### src/rtl/sand_physics_engine.sv
`default_nettype none
// ============================================================================
// Module   : sand_physics_engine
// Brief    : In-place falling-sand gravity pass over a 1-bpp frame RAM.
// Revision : 1.0 - initial release
// ============================================================================
module sand_physics_engine #(
    parameter int ACTIVE_COLUMNS = 640,
    parameter int ACTIVE_ROWS    = 480,
    parameter int ADDR_WIDTH     = 19
) (
    input  logic                  clk_i,
    input  logic                  reset_i,
    input  logic                  start_i,
    output logic                  busy_o,
    output logic                  done_o,
    output logic [ADDR_WIDTH-1:0] moved_count_o,
    output logic [ADDR_WIDTH-1:0] ram_read_address_o,
    input  logic                  ram_read_data_i,
    output logic                  ram_write_en_o,
    output logic [ADDR_WIDTH-1:0] ram_write_address_o,
    output logic                  ram_write_data_o
);
    localparam int XW = (ACTIVE_COLUMNS > 1) ? $clog2(ACTIVE_COLUMNS) : 1;
    localparam int YW = (ACTIVE_ROWS > 1) ? $clog2(ACTIVE_ROWS) : 1;

    localparam logic [ADDR_WIDTH-1:0] c_cols     = ADDR_WIDTH'(ACTIVE_COLUMNS);
    localparam logic [ADDR_WIDTH-1:0] c_one      = ADDR_WIDTH'(1);
    localparam logic [ADDR_WIDTH-1:0] c_start    = ADDR_WIDTH'((ACTIVE_ROWS - 2) * ACTIVE_COLUMNS);
    localparam logic [ADDR_WIDTH-1:0] c_row_back = ADDR_WIDTH'(2 * ACTIVE_COLUMNS - 1);
    localparam logic [XW-1:0]         c_x_last   = XW'(ACTIVE_COLUMNS - 1);
    localparam logic [XW-1:0]         c_x_one    = XW'(1);
    localparam logic [YW-1:0]         c_y_start  = YW'(ACTIVE_ROWS - 2);
    localparam logic [YW-1:0]         c_y_one    = YW'(1);

    localparam logic [3:0] S_IDLE      = 4'd0;
    localparam logic [3:0] S_READ_C    = 4'd1;
    localparam logic [3:0] S_CHECK_C   = 4'd2;
    localparam logic [3:0] S_CHECK_B   = 4'd3;
    localparam logic [3:0] S_CHECK_D1  = 4'd4;
    localparam logic [3:0] S_CHECK_D2  = 4'd5;
    localparam logic [3:0] S_WRITE_DST = 4'd6;
    localparam logic [3:0] S_WRITE_SRC = 4'd7;
    localparam logic [3:0] S_FINISH    = 4'd8;

    logic [3:0]            r_state;
    logic [XW-1:0]         r_x;
    logic [YW-1:0]         r_y;
    logic [ADDR_WIDTH-1:0] r_addr;
    logic [ADDR_WIDTH-1:0] r_cnt;
    logic [ADDR_WIDTH-1:0] r_moved;
    logic                  r_prefer_left;
    logic                  r_d1_left;
    logic                  r_busy;
    logic                  r_done;
    logic                  r_wr_en;
    logic [ADDR_WIDTH-1:0] r_wr_addr;
    logic                  r_wr_data;

    logic [ADDR_WIDTH-1:0] w_below, w_bl, w_br;
    logic [ADDR_WIDTH-1:0] w_first_addr, w_d1_addr, w_second_addr;
    logic [ADDR_WIDTH-1:0] w_cnt_next, w_rd_addr;
    logic                  w_bl_ok, w_br_ok, w_first_ok, w_first_left, w_second_ok;
    logic                  w_last, w_adv;

    always_comb begin
        w_below       = r_addr + c_cols;
        w_bl          = w_below - c_one;
        w_br          = w_below + c_one;
        w_bl_ok       = (r_x != '0);
        w_br_ok       = (r_x != c_x_last);
        w_first_ok    = w_bl_ok | w_br_ok;
        // Falls back to the other side when the preferred diagonal is off-grid.
        w_first_left  = r_prefer_left ? w_bl_ok : ~w_br_ok;
        w_first_addr  = w_first_left ? w_bl : w_br;
        w_d1_addr     = r_d1_left ? w_bl : w_br;
        w_second_addr = r_d1_left ? w_br : w_bl;
        w_second_ok   = r_d1_left ? w_br_ok : w_bl_ok;
        w_last        = (r_x == c_x_last) && (r_y == '0);
        w_cnt_next    = r_cnt;
        if (r_state == S_WRITE_SRC && r_cnt != '1) begin
            w_cnt_next = r_cnt + c_one;
        end

        w_rd_addr = r_addr;
        w_adv     = 1'b0;
        case (r_state)
            S_CHECK_C: begin
                if (ram_read_data_i) w_rd_addr = w_below;
                else                 w_adv     = 1'b1;
            end
            S_CHECK_B: begin
                if (ram_read_data_i) begin
                    if (w_first_ok) w_rd_addr = w_first_addr;
                    else            w_adv     = 1'b1;
                end
            end
            S_CHECK_D1: begin
                if (ram_read_data_i) begin
                    if (w_second_ok) w_rd_addr = w_second_addr;
                    else             w_adv     = 1'b1;
                end
            end
            S_CHECK_D2:  w_adv = ram_read_data_i;
            S_WRITE_SRC: w_adv = 1'b1;
            default: ;
        endcase
    end

    always_ff @(posedge clk_i) begin
        if (reset_i) begin
            r_state       <= S_IDLE;
            r_x           <= '0;
            r_y           <= '0;
            r_addr        <= '0;
            r_cnt         <= '0;
            r_moved       <= '0;
            r_prefer_left <= 1'b1;
            r_d1_left     <= 1'b0;
            r_busy        <= 1'b0;
            r_done        <= 1'b0;
            r_wr_en       <= 1'b0;
            r_wr_addr     <= '0;
            r_wr_data     <= 1'b0;
        end else begin
            r_wr_en   <= 1'b0;
            r_wr_data <= 1'b0;
            r_done    <= 1'b0;
            case (r_state)
                S_IDLE: begin
                    if (start_i) begin
                        r_cnt   <= '0;
                        r_x     <= '0;
                        r_y     <= c_y_start;
                        r_addr  <= c_start;
                        r_busy  <= 1'b1;
                        r_state <= S_READ_C;
                    end
                end
                S_READ_C:  r_state <= S_CHECK_C;
                S_CHECK_C: if (ram_read_data_i) r_state <= S_CHECK_B;
                S_CHECK_B: begin
                    if (!ram_read_data_i) begin
                        r_wr_en   <= 1'b1;
                        r_wr_addr <= w_below;
                        r_wr_data <= 1'b1;
                        r_state   <= S_WRITE_DST;
                    end else if (w_first_ok) begin
                        r_d1_left <= w_first_left;
                        r_state   <= S_CHECK_D1;
                    end
                end
                S_CHECK_D1: begin
                    if (!ram_read_data_i) begin
                        r_wr_en   <= 1'b1;
                        r_wr_addr <= w_d1_addr;
                        r_wr_data <= 1'b1;
                        r_state   <= S_WRITE_DST;
                    end else if (w_second_ok) begin
                        r_state   <= S_CHECK_D2;
                    end
                end
                S_CHECK_D2: begin
                    if (!ram_read_data_i) begin
                        r_wr_en   <= 1'b1;
                        r_wr_addr <= w_second_addr;
                        r_wr_data <= 1'b1;
                        r_state   <= S_WRITE_DST;
                    end
                end
                S_WRITE_DST: begin
                    r_wr_en   <= 1'b1;
                    r_wr_addr <= r_addr;
                    r_state   <= S_WRITE_SRC;
                end
                S_WRITE_SRC: ;
                S_FINISH: begin
                    r_prefer_left <= ~r_prefer_left;
                    r_state       <= S_IDLE;
                end
                default: r_state <= S_IDLE;
            endcase

            // Step to the next source cell; the row wrap moves up one row.
            if (w_adv) begin
                r_cnt <= w_cnt_next;
                if (w_last) begin
                    r_moved <= w_cnt_next;
                    r_busy  <= 1'b0;
                    r_done  <= 1'b1;
                    r_state <= S_FINISH;
                end else begin
                    if (r_x == c_x_last) begin
                        r_x    <= '0;
                        r_y    <= r_y - c_y_one;
                        r_addr <= r_addr - c_row_back;
                    end else begin
                        r_x    <= r_x + c_x_one;
                        r_addr <= r_addr + c_one;
                    end
                    r_state <= S_READ_C;
                end
            end
        end
    end

    assign busy_o              = r_busy;
    assign done_o              = r_done;
    assign moved_count_o       = r_moved;
    assign ram_read_address_o  = w_rd_addr;
    assign ram_write_en_o      = r_wr_en;
    assign ram_write_address_o = r_wr_addr;
    assign ram_write_data_o    = r_wr_data;
endmodule
`default_nettype wire

### config.mk
export PLATFORM = sky130hd
export DESIGN_NAME = sand_physics_engine
export DESIGN_NICKNAME = d
export VERILOG_FILES = /design/src/rtl/sand_physics_engine.sv
export SDC_FILE = /design/constraint.sdc
export NUM_CORES = 1
export LEC_CHECK = 0
export BUFFER_PORTS_ARGS = -buffer_cell sky130_fd_sc_hd__buf_2
export CAP_MARGIN = 5
export CORE_UTILIZATION = 55
export CTS_BUF_LIST = sky130_fd_sc_hd__clkbuf_4 sky130_fd_sc_hd__clkbuf_8
export DETAILED_ROUTE_END_ITERATION = 12
export GPL_ROUTABILITY_DRIVEN = 0
export GPL_TIMING_DRIVEN = 0
export PLACE_DENSITY_LB_ADDON = 0.1
export SLEW_MARGIN = 40
export SYNTH_ARGS = -nofsm -noshare
export SYNTH_HDL_FRONTEND = slang
export SYNTH_SLANG_ARGS = --single-unit
export TNS_END_PERCENT = 1
### constraint.sdc
create_clock -name clk_i -period 4.1 [get_ports clk_i]
set_input_delay 1.025 -clock clk_i [delete_from_list [all_inputs] [get_ports clk_i]]
set_output_delay 1.025 -clock clk_i [all_outputs]
set_load 0.005 [all_outputs]
Yosys cells after proc, flatten, opt, wreduce, memory -nomap -nowiden

Cells that the tools add are included.

Output and inout port bits: 61
Word-level logic and storage cells: 118
Register bits: 105
Input bits: 4

Reduce and logical (&&, ||, !) cells: 16
Mux-type cells: 56
Equal/unequal tests: 20
Bitwise operators: 5
Add/sub/neg operators: 8

Operators with widths:

| operator                                             | count |
|---|---|
| 2-to-1 mux 19 bit                                    | 20 |
| case mux 19 bit (4 select lines)                     | 1 |
| adder 19 x 1 -> 19 bit (second input constant)       | 3 |
| case mux 19 bit (3 select lines)                     | 1 |
| 2-to-1 mux 10 bit                                    | 5 |
| 2-to-1 mux 9 bit                                     | 5 |
| 2-to-1 mux 4 bit                                     | 9 |
| case mux 4 bit (8 select lines)                      | 1 |
| adder 19 x 10 -> 19 bit (second input constant)      | 1 |
| inequality test 19 bit (second input constant)       | 1 |
| subtractor 19 x 1 -> 19 bit (second input constant)  | 1 |
| subtractor 19 x 11 -> 19 bit (second input constant) | 1 |
| == test 4 x 3 -> 1 bit (second input constant)       | 4 |
| 2-to-1 mux 1 bit                                     | 12 |
| adder 10 x 1 -> 10 bit (second input constant)       | 1 |
| == test 10 bit (second input constant)               | 1 |
| inequality test 10 bit (second input constant)       | 1 |
| nonzero test 10 bit                                  | 1 |
| zero test 9 bit                                      | 1 |
| inequality test 3 bit (second input constant)        | 3 |
| subtractor 9 x 1 -> 9 bit (second input constant)    | 1 |
| == test 4 x 2 -> 1 bit (second input constant)       | 2 |
| inequality test 2 bit (second input constant)        | 4 |
| inequality test 4 bit (second input constant)        | 2 |
| other kinds (16)                                     | 23 |

Depth between registers and ports, before layout

Gate-level depths: netlist (run 1).

Word-level depth: 7
Mapped depth: 13
Mapped depth without buffers: 13

Worst setup path after synthesis (run 1)

No wires, ideal clock.

Path kind: flip-flop to output port
Start point: register r_addr[7]
End point: output ram_read_address_o[18]
Stages on the path, launching flop included: 12
Path buffers: 2
Data required time: 3.075 ns
Path slack: 0.128 ns
Data arrival time: 2.947 ns
Cell sequence: dfxtp_1 > clkbuf_1 > clkinv_1 > ha_1 > buf_1 > nor4_2 > o2111ai_1 > a2111o_1 > mux2i_1 > xnor2_1 > a21oi_1 > a21oi_1

Word-level cells in the longest chain between the ends: 6
Elaborated cells between the ends (all ways): 11
Those cells by class: 3 x add/sub; 8 x mux

Ends and longest elaborated chain:

| what                                                                         | line    | text |
|---|---|---|
| from (decl)                                                                  | 49      | `logic [ADDR_WIDTH-1:0] r_addr;` |
| from (signal assigned)                                                       | 135     | `r_addr <= c_start;` |
| from (signal assigned)                                                       | 196     | `r_addr <= r_addr - c_row_back;` |
| from (signal assigned)                                                       | 199     | `r_addr <= r_addr + c_one;` |
| adder 19 x 10 -> 19 bit *                                                    | 67      | `w_below = r_addr + c_cols;` |
| subtractor 19 x 1 -> 19 bit / adder 19 x 1 -> 19 bit (equally long branches) | 68, 69  |  |
| 2-to-1 mux 19 bit, on equally long branches                                  | 77, 75  |  |
| 2-to-1 mux 19 bit, on equally long branches                                  | 100, 94 |  |
| 2-to-1 mux 19 bit, on equally long branches                                  | 99, 93  |  |
| case mux 19 bit (3 select lines) *                                           | 87      | `case (r_state)` |
| to (decl)                                                                    | 18      | `output logic [ADDR_WIDTH-1:0] ram_read_address_o,` |

Mark *: on every way between the ends. The rest lies on a longest branch, timed or not.

Worst setup path after layout (run 1)

Start point: register r_addr[15]
End point: output ram_read_address_o[17]

The elaborated chain is that of the path after synthesis.

==> results of run 1 <==
## synth_stat cells, types with 5 or more instances
cell                       number
sky130_fd_sc_hd__a221oi_1       7
sky130_fd_sc_hd__a31oi_1       11
sky130_fd_sc_hd__nor3b_1        5
sky130_fd_sc_hd__buf_1          5
sky130_fd_sc_hd__mux2i_1       26
sky130_fd_sc_hd__nor2b_1       15
sky130_fd_sc_hd__xor2_1        23
sky130_fd_sc_hd__and3_1        19
sky130_fd_sc_hd__o21ai_0       70
sky130_fd_sc_hd__nor2_1       130
sky130_fd_sc_hd__nor3_1        40
sky130_fd_sc_hd__or2_2         10
sky130_fd_sc_hd__nand2b_1      11
sky130_fd_sc_hd__nand4_1        6
sky130_fd_sc_hd__buf_2         14
sky130_fd_sc_hd__a211o_1        5
sky130_fd_sc_hd__nand3_1       40
sky130_fd_sc_hd__buf_6          5
sky130_fd_sc_hd__and2_1         7
sky130_fd_sc_hd__nor4_2         5
sky130_fd_sc_hd__o211ai_1      16
sky130_fd_sc_hd__ha_1          18
sky130_fd_sc_hd__xnor2_1       50
sky130_fd_sc_hd__or3_1         17
sky130_fd_sc_hd__clkbuf_1      44
sky130_fd_sc_hd__a311oi_1       9
sky130_fd_sc_hd__buf_4         10
sky130_fd_sc_hd__inv_1         19
sky130_fd_sc_hd__a211oi_1      46
sky130_fd_sc_hd__nand2_1       82
sky130_fd_sc_hd__a21oi_1       76
sky130_fd_sc_hd__o22ai_1        8
sky130_fd_sc_hd__nor4_1         8
sky130_fd_sc_hd__dfxtp_1      105
sky130_fd_sc_hd__o221ai_1       5
sky130_fd_sc_hd__o31ai_1        8
## logic make-up after synthesis
| family | Yosys count | share of synthesized area, % |
|---|---|---|
| flip-flops | 105 | 26.5 |
| adder cells (fa/ha/maj) | 18 | 2.84 |
| AO/OA/AOI/OAI | 302 | 25.5 |
| AND/OR/NAND/NOR | 422 | 27.1 |
| buffers and inverters | 99 | 5.87 |
| multiplexers | 30 | 3.85 |
| XOR/XNOR | 74 | 8.27 |
## power breakdown
part | internal, mW | switching (mW) | leakage [nW]
Clock | 0.236 | 0.398 | 0.0884
Sequential | 1.05 | 0.0351 | 0.853
Combinational | 0.231 | 0.422 | 2.38
## final cells by class
class	count	area (sq um)
Buffer	78	419
Clock buffer	10	131
Clock inverter	6	52.6
Fill cell	1276	4970
Inverter	20	80.1
Multi-Input combinational cell	846	5590
Sequential cell	105	2110
Tap cell	180	225
Timing Repair Buffer	76	410
## through the flow
step	setup TNS (ns)	utilization, %	instances	hold slack (ns)	total power [mW]
after floorplan	0	-	1050	0.454	1.53
after global placement	-2.38	60.6	1294	0.454	1.71
after detailed placement	-2.32	60.6	1294	0.457	1.71
after CTS	-0.472	63.8	1318	0.476	2.36
after global routing	-2.75	64.5	1321	0.499	2.48
final	-0.949	64.5	1321	0.472	2.38
## sequential cells by signal, summed over array words and instances, names as in the netlist, 4 cells and up
register / cells
ram_write_address_o: 19
r_y: 9
r_addr: 19
moved_count_o: 19
r_x: 10
r_cnt: 19
r_state: 4
## critical path: cells and delay by family (launching register included)
kind	cells	cell delay (ns)
xor gates and xnor gates	2	0.34
buffers and inverters	2	0.30
muxes	1	0.15
AOI/OAI and AO/OA	1	0.27
DFF	1	0.56
and+or+nand+nor	4	1.20
## how the worst min path moves through the flow
stage,slack [ns],cells past startpoint,to
after floorplan,0.45,1,r_y[5]$_SDFF_PP0_
after global placement,0.45,2,ram_write_address_o[7]$_SDFFE_PP0P_
after detailed placement,0.46,2,ram_write_address_o[7]$_SDFFE_PP0P_
after CTS,0.48,2,ram_write_address_o[7]$_SDFFE_PP0P_
after global routing,0.50,2,ram_write_address_o[5]$_SDFFE_PP0P_
final,0.47,2,ram_write_address_o[7]$_SDFFE_PP0P_
## timing repair
| action | 4_1_cts | 5_1_grt |
|---|---|---|
| pin swaps | 12 | 4 |
| gates resized for setup | 40 | 15 |
| gates cloned | 0 | 0 |
| setup endpoints to repair | 17 | 18 |
| setup buffers | 9 | 3 |
| endpoints found under the hold margin | 0 | 0 |
## per-layer routing
layer  GRT usage, %  vias up
li1               -     4016
met1           49.8     3921
met3           7.96       86
met5              0        -
met4           15.7        2
met2           51.6      460
==> flow_metrics.tcl, run 1 <==
set metrics [dict create \
    wl_met3_microns 2670 \
    post_route_skew_ns 0.0194 \
    ys_dominant_reg_cell "sky130_fd_sc_hd__dfxtp_1" \
    timing.max_cap.violations 0 \
    grt_overflow_total 0 \
    timing.rr.start "r_x[1]$_SDFF_PP0_" \
    post-route-period-util_pct 104 \
    grt_use_total_pct 35.6 \
    worst_ir_drop_vdd_mv 0.223 \
    avgViaCountPerCell 6.42 \
    timing.setup.critical_path_class "reg -> out" \
    floorplan_die_width_microns 122 \
    post-route-drc-count 0 \
    rsz0062_at_grt "yes" \
    core_area_sq_mm 0.0140 \
    synth_largest_type_area_fraction_pct 26.5 \
    io_buffers 64 \
    met1_wl_microns 11500 \
    cts.sinks 105 \
    routed_wl_microns 26000 \
    grt_max_degree 19 \
    dieArea_sq_mm 0.0149 \
    synthesis.yosys.warnings 0 \
    cts_inserted_buffers 9 \
    timing.critical_path.from_type "register" \
    floorplan.initialDensity_pct 56.7 \
    final_net_count 1158 \
    detailed_place_hpwl_microns 19200 \
    crit_path_end_kind "primary output" \
    fin_crit_ns 4.26 \
    cts_root_buffer "sky130_fd_sc_hd__clkbuf_8" \
    synth.net_count 1072 \
    cts-hold-fix-buffers 0 \
    most-common-layout-cells "sky130_fd_sc_hd__nor2_1, sky130_fd_sc_hd__dfxtp_1, sky130_fd_sc_hd__nand2_1" \
    ys_seq_area_share_pct 26.5 \
    worst_slew_pin_slew_ns 0.852 \
    post_placement_worst_setup_slack_ns -0.665 \
    critical_path.max_fanout 7 \
    dpl-instance-area_sq_mm 0.00848 \
    critPathArrivalTime_ns 3.23 \
    tritoncts "yes" \
    total_vias_in_the_final_route 8485 \
    slew_viol_final 0 \
    route.detailed.wl_per_inst_microns 19.7 \
    r2r-end "r_addr[18]$_SDFF_PP0_" \
    post_synthesis_instance_area_sq_mm 0.00793 \
    worst_path_largest_cell_delay_ns 0.56 \
    synth_top_cell_by_area "sky130_fd_sc_hd__dfxtp_1" \
    postSynth.asyncResetShare_pct 0 \
    finalSetupViolCount 12 \
    crit_path_start "r_addr[15]$_SDFF_PP0_" \
    number_of_h_tree_levels 3 \
    syn_avg_cell_area_sq_um 7.55 \
    synth_enable_flop_cells 0 \
    cts_max_path_buffers 2 \
    route.top_layer_used "met5" \
    final_layout_size_suffix_gt1_share_pct 17.2 \
    route.met2.wl_microns 10900 \
    hold_path.startpoint "ram_write_address_o[7]$_SDFFE_PP0P_" \
    io-pin-count 65 \
    crit_path_end "ram_read_address_o[17]" \
    r2r_setup_slack_ns 0.36 \
    ant_cells 0 \
    worstHoldPathType "reg -> reg" \
    synth_cell_types 85 \
    violations "setup timing" \
    die_height_microns 122 \
    timing.final.hold_violations 0 \
    first_global_vias 7548 \
    maxSlewHeadroom_pct 43.2 \
    power.density_mw_per_mm2 264 \
    post_synth_main_area_contributors "sky130_fd_sc_hd__dfxtp_1, sky130_fd_sc_hd__nor2_1, sky130_fd_sc_hd__xnor2_1" \
    clk_pin_slew_ns 0.11 \
    post_synthesis_cells 1050 \
    reg2reg_depth 13 \
    layout_commonest_cell "sky130_fd_sc_hd__nor2_1" \
    final_antenna_violating_net_count 0 \
    grt_antenna_before_repair 0 \
    fp-row-count 43 \
    postLayoutCellArea_sq_mm 0.00902 \
    fin_ws_ns -0.157 \
    max_freq_mhz 235 \
    grt_first_pass_wirelength_microns 40700 \
    area_growth_pct 13.8 \
    path_cells "and3_1 > nand3_4 > xnor2_4 > buf_4 > nor4_4 > mux2i_1 > xnor2_1 > a32o_1 > or3_1 > buf_2" \
    status "finished, violations left" \
    drt_pass1_iterations 5 \
    synth.ff_latch_count 105 \
    critical_path_slowest_stage_cell "sky130_fd_sc_hd__dfxtp_1" \
    dr.first_iter.drc_count 1133 \
    leakage_power_summed_over_all_cells_nw 3.32 \
    required_ns 3.07 \
    source_to_sink_clock_delay_at_the_later_pin_of_the_worst_skew_pair_ns 0.41 \
]
No activity file was read; power rests on OpenSTA's default activity.
==> run 2: changes to the inputs <==
==> constraint.sdc (replaced) <==
create_clock -name clk_i -period 4.1 [get_ports clk_i]
set_input_delay 0.82 -clock clk_i [delete_from_list [all_inputs] [get_ports clk_i]]
set_output_delay 0.82 -clock clk_i [all_outputs]
set_load 0.005 [all_outputs]
==> flow_metrics.tcl, run 2 (synthesized netlist as in run 1, its figures left out) <==
set metrics [dict create \
    fin_ws_ns 0.0233 \
    timing.critical_path.from_type "register" \
    critPathArrivalTime_ns 3.26 \
    worstHoldPathType "reg -> reg" \
    die_height_microns 122 \
    slew_viol_final 0 \
    critical_path_slowest_stage_cell "sky130_fd_sc_hd__dfxtp_4" \
    timing.setup.critical_path_class "reg -> out" \
    floorplan_die_width_microns 122 \
    worst_hold_path.num_cells 2 \
    leakage_power_summed_over_all_cells_nw 3.29 \
    total_buffers_and_inverters_traversed_by_the_critical_path 1 \
    clk_pin_slew_ns 0.12 \
    crit_path_end_kind "primary output" \
    fin_crit_ns 4.08 \
    total_vias_in_the_final_route 8442 \
    max_freq_mhz 245 \
    avgViaCountPerCell 6.41 \
    grt_use_total_pct 35.6 \
    io-pin-count 65 \
    post-route-drc-count 0 \
    fp-row-count 43 \
    dr.first_iter.drc_count 1052 \
    grt_first_pass_wirelength_microns 40600 \
    final.hold.worst_slack_ns 0.473 \
    final_net_count 1154 \
    final_layout_size_suffix_gt1_share_pct 16.4 \
    detailed_place_hpwl_microns 19200 \
    cts.sinks 105 \
    number_of_h_tree_levels 3 \
    maxSlewHeadroom_pct 43.7 \
    area_growth_pct 12.9 \
    required_ns 3.28 \
    io_buffers 64 \
    tritoncts "yes" \
    route.detailed.wl_per_inst_microns 19.7 \
    cts_root_buffer "sky130_fd_sc_hd__clkbuf_8" \
    finalSetupViolCount 0 \
    worst_ir_drop_vdd_mv 0.222 \
    status "completed" \
    layout_commonest_cell "sky130_fd_sc_hd__nor2_1" \
    source_to_sink_clock_delay_at_the_later_pin_of_the_worst_skew_pair_ns 0.41 \
    ant_cells 0 \
    routed_wl_microns 25900 \
    worst_slew_pin_slew_ns 0.845 \
    grt_max_degree 19 \
    final_core_utilization_pct 63.9 \
    reg2reg_depth 13 \
    grt_overflow_total 0 \
    core_area_sq_mm 0.0140 \
    hold_path.startpoint "ram_write_address_o[7]$_SDFFE_PP0P_" \
    timing.final.hold_violations 0 \
    power.density_mw_per_mm2 265 \
    path_cells "ha_4 > o2111ai_4 > or3_4 > nand2_1 > and4bb_2 > mux2i_1 > o31ai_1 > a32o_1 > or3_1 > buf_2" \
    report.power.total_mw 2.37 \
    most-common-layout-cells "sky130_fd_sc_hd__nor2_1, sky130_fd_sc_hd__dfxtp_1, sky130_fd_sc_hd__nand2_1" \
    rsz0062_at_grt "yes" \
    first_global_vias 7497 \
    final_antenna_violating_net_count 0 \
    critical_path.max_fanout 6 \
    r2r_setup_slack_ns 0.39 \
    post-route-period-util_pct 99.4 \
    worst_path_dominant_cell_family "simple AND/OR/NAND/NOR gates" \
    post_placement_worst_setup_slack_ns -0.460 \
    cts_inserted_buffers 9 \
    number_of_fill_cells_in_the_layout 1285 \
    hold_critical_path_endpoint "ram_write_address_o[7]$_SDFFE_PP0P_" \
    timing.max_cap.violations 0 \
    timing.rr.start "r_x[1]$_SDFF_PP0_" \
    cts_max_path_buffers 2 \
    post_route_skew_ns 0.0211 \
    worst_path_largest_cell_delay_ns 0.42 \
    dieArea_sq_mm 0.0149 \
    drt_pass1_iterations 5 \
    grt_antenna_before_repair 0 \
    floorplan.initialDensity_pct 56.7 \
    cts-hold-fix-buffers 0 \
    r2r-end "r_addr[18]$_SDFF_PP0_" \
]
[run 2: where the power goes]
group / total (mW) / switching, mW / internal, mW / leakage (nW)
logic: 0.643 / 0.418 / 0.226 / 2.35
registers: 1.09 / 0.0373 / 1.05 / 0.852
clock network: 0.632 / 0.395 / 0.236 / 0.0884
[run 2: timing repair]
action	4_1_cts	5_1_grt
gates resized for setup	24	22
pin swaps	6	10
setup endpoints to repair	8	15
buffers inserted	5	3
[run 2: through the flow]
step                instances   TNS, ns  instance area (sq um)
finish                   1317         0                   8940
global route             1317    -0.445                   8940
CTS                      1314  -0.00161                   8820
detailed placement       1294     -1.22                   8480
global placement         1294     -1.26                   8470
floorplan                1050         0                   7930
[run 2: cell type report]
type,instances,area [sq um],area share (%)
clock buffer,10,131,1.47
inverter,20,76.3,0.853
tap,180,225,2.52
sequential,105,2110,23.6
clock inverter,6,52.6,0.588
multi-input combinational,846,5560,62.2
timing repair buffer,72,380,4.25
buffer,78,408,4.56
[run 2: per-layer routing]
layer	track usage (%)	vias up	wire [microns]
met3	7.77	78	2720
met2	51.4	456	10800
met1	49.9	3901	11500
met5	0	-	0
met4	15.9	0	849
li1	-	4007	-
[run 2: worst reg2reg max path, stage by stage, from the launching register on]
cell,delay (ns)
sky130_fd_sc_hd__dfxtp_1,0.38
sky130_fd_sc_hd__ha_1,0.22
sky130_fd_sc_hd__nand3_1,0.15
sky130_fd_sc_hd__nor2_1,0.25
sky130_fd_sc_hd__and3_1,0.53
sky130_fd_sc_hd__ha_1,0.39
sky130_fd_sc_hd__a211oi_1,0.29
sky130_fd_sc_hd__o31ai_1,0.12
sky130_fd_sc_hd__a31oi_1,0.21
sky130_fd_sc_hd__a21oi_1,0.15
sky130_fd_sc_hd__and4_1,0.22
sky130_fd_sc_hd__or3_1,0.39
sky130_fd_sc_hd__a31o_2,0.26
sky130_fd_sc_hd__a21oi_1,0.11
[run 2: worst max path at each step]
stage	startpoint	endpoint	slack [ns]	cells after the start
2_1_floorplan	r_addr[7]$_SDFF_PP0_	ram_read_address_o[18]	0.33	11
6_report	r_addr[8]$_SDFF_PP0_	ram_read_address_o[17]	0.02	10
3_3_place_gp	r_addr[7]$_SDFF_PP0_	ram_read_address_o[18]	-0.50	13
5_1_grt	r_addr[8]$_SDFF_PP0_	ram_read_address_o[17]	-0.1	10
3_5_place_dp	r_addr[7]$_SDFF_PP0_	ram_read_address_o[18]	-0.46	13
4_1_cts	r_addr[8]$_SDFF_PP0_	ram_read_address_o[17]	-0.002	11
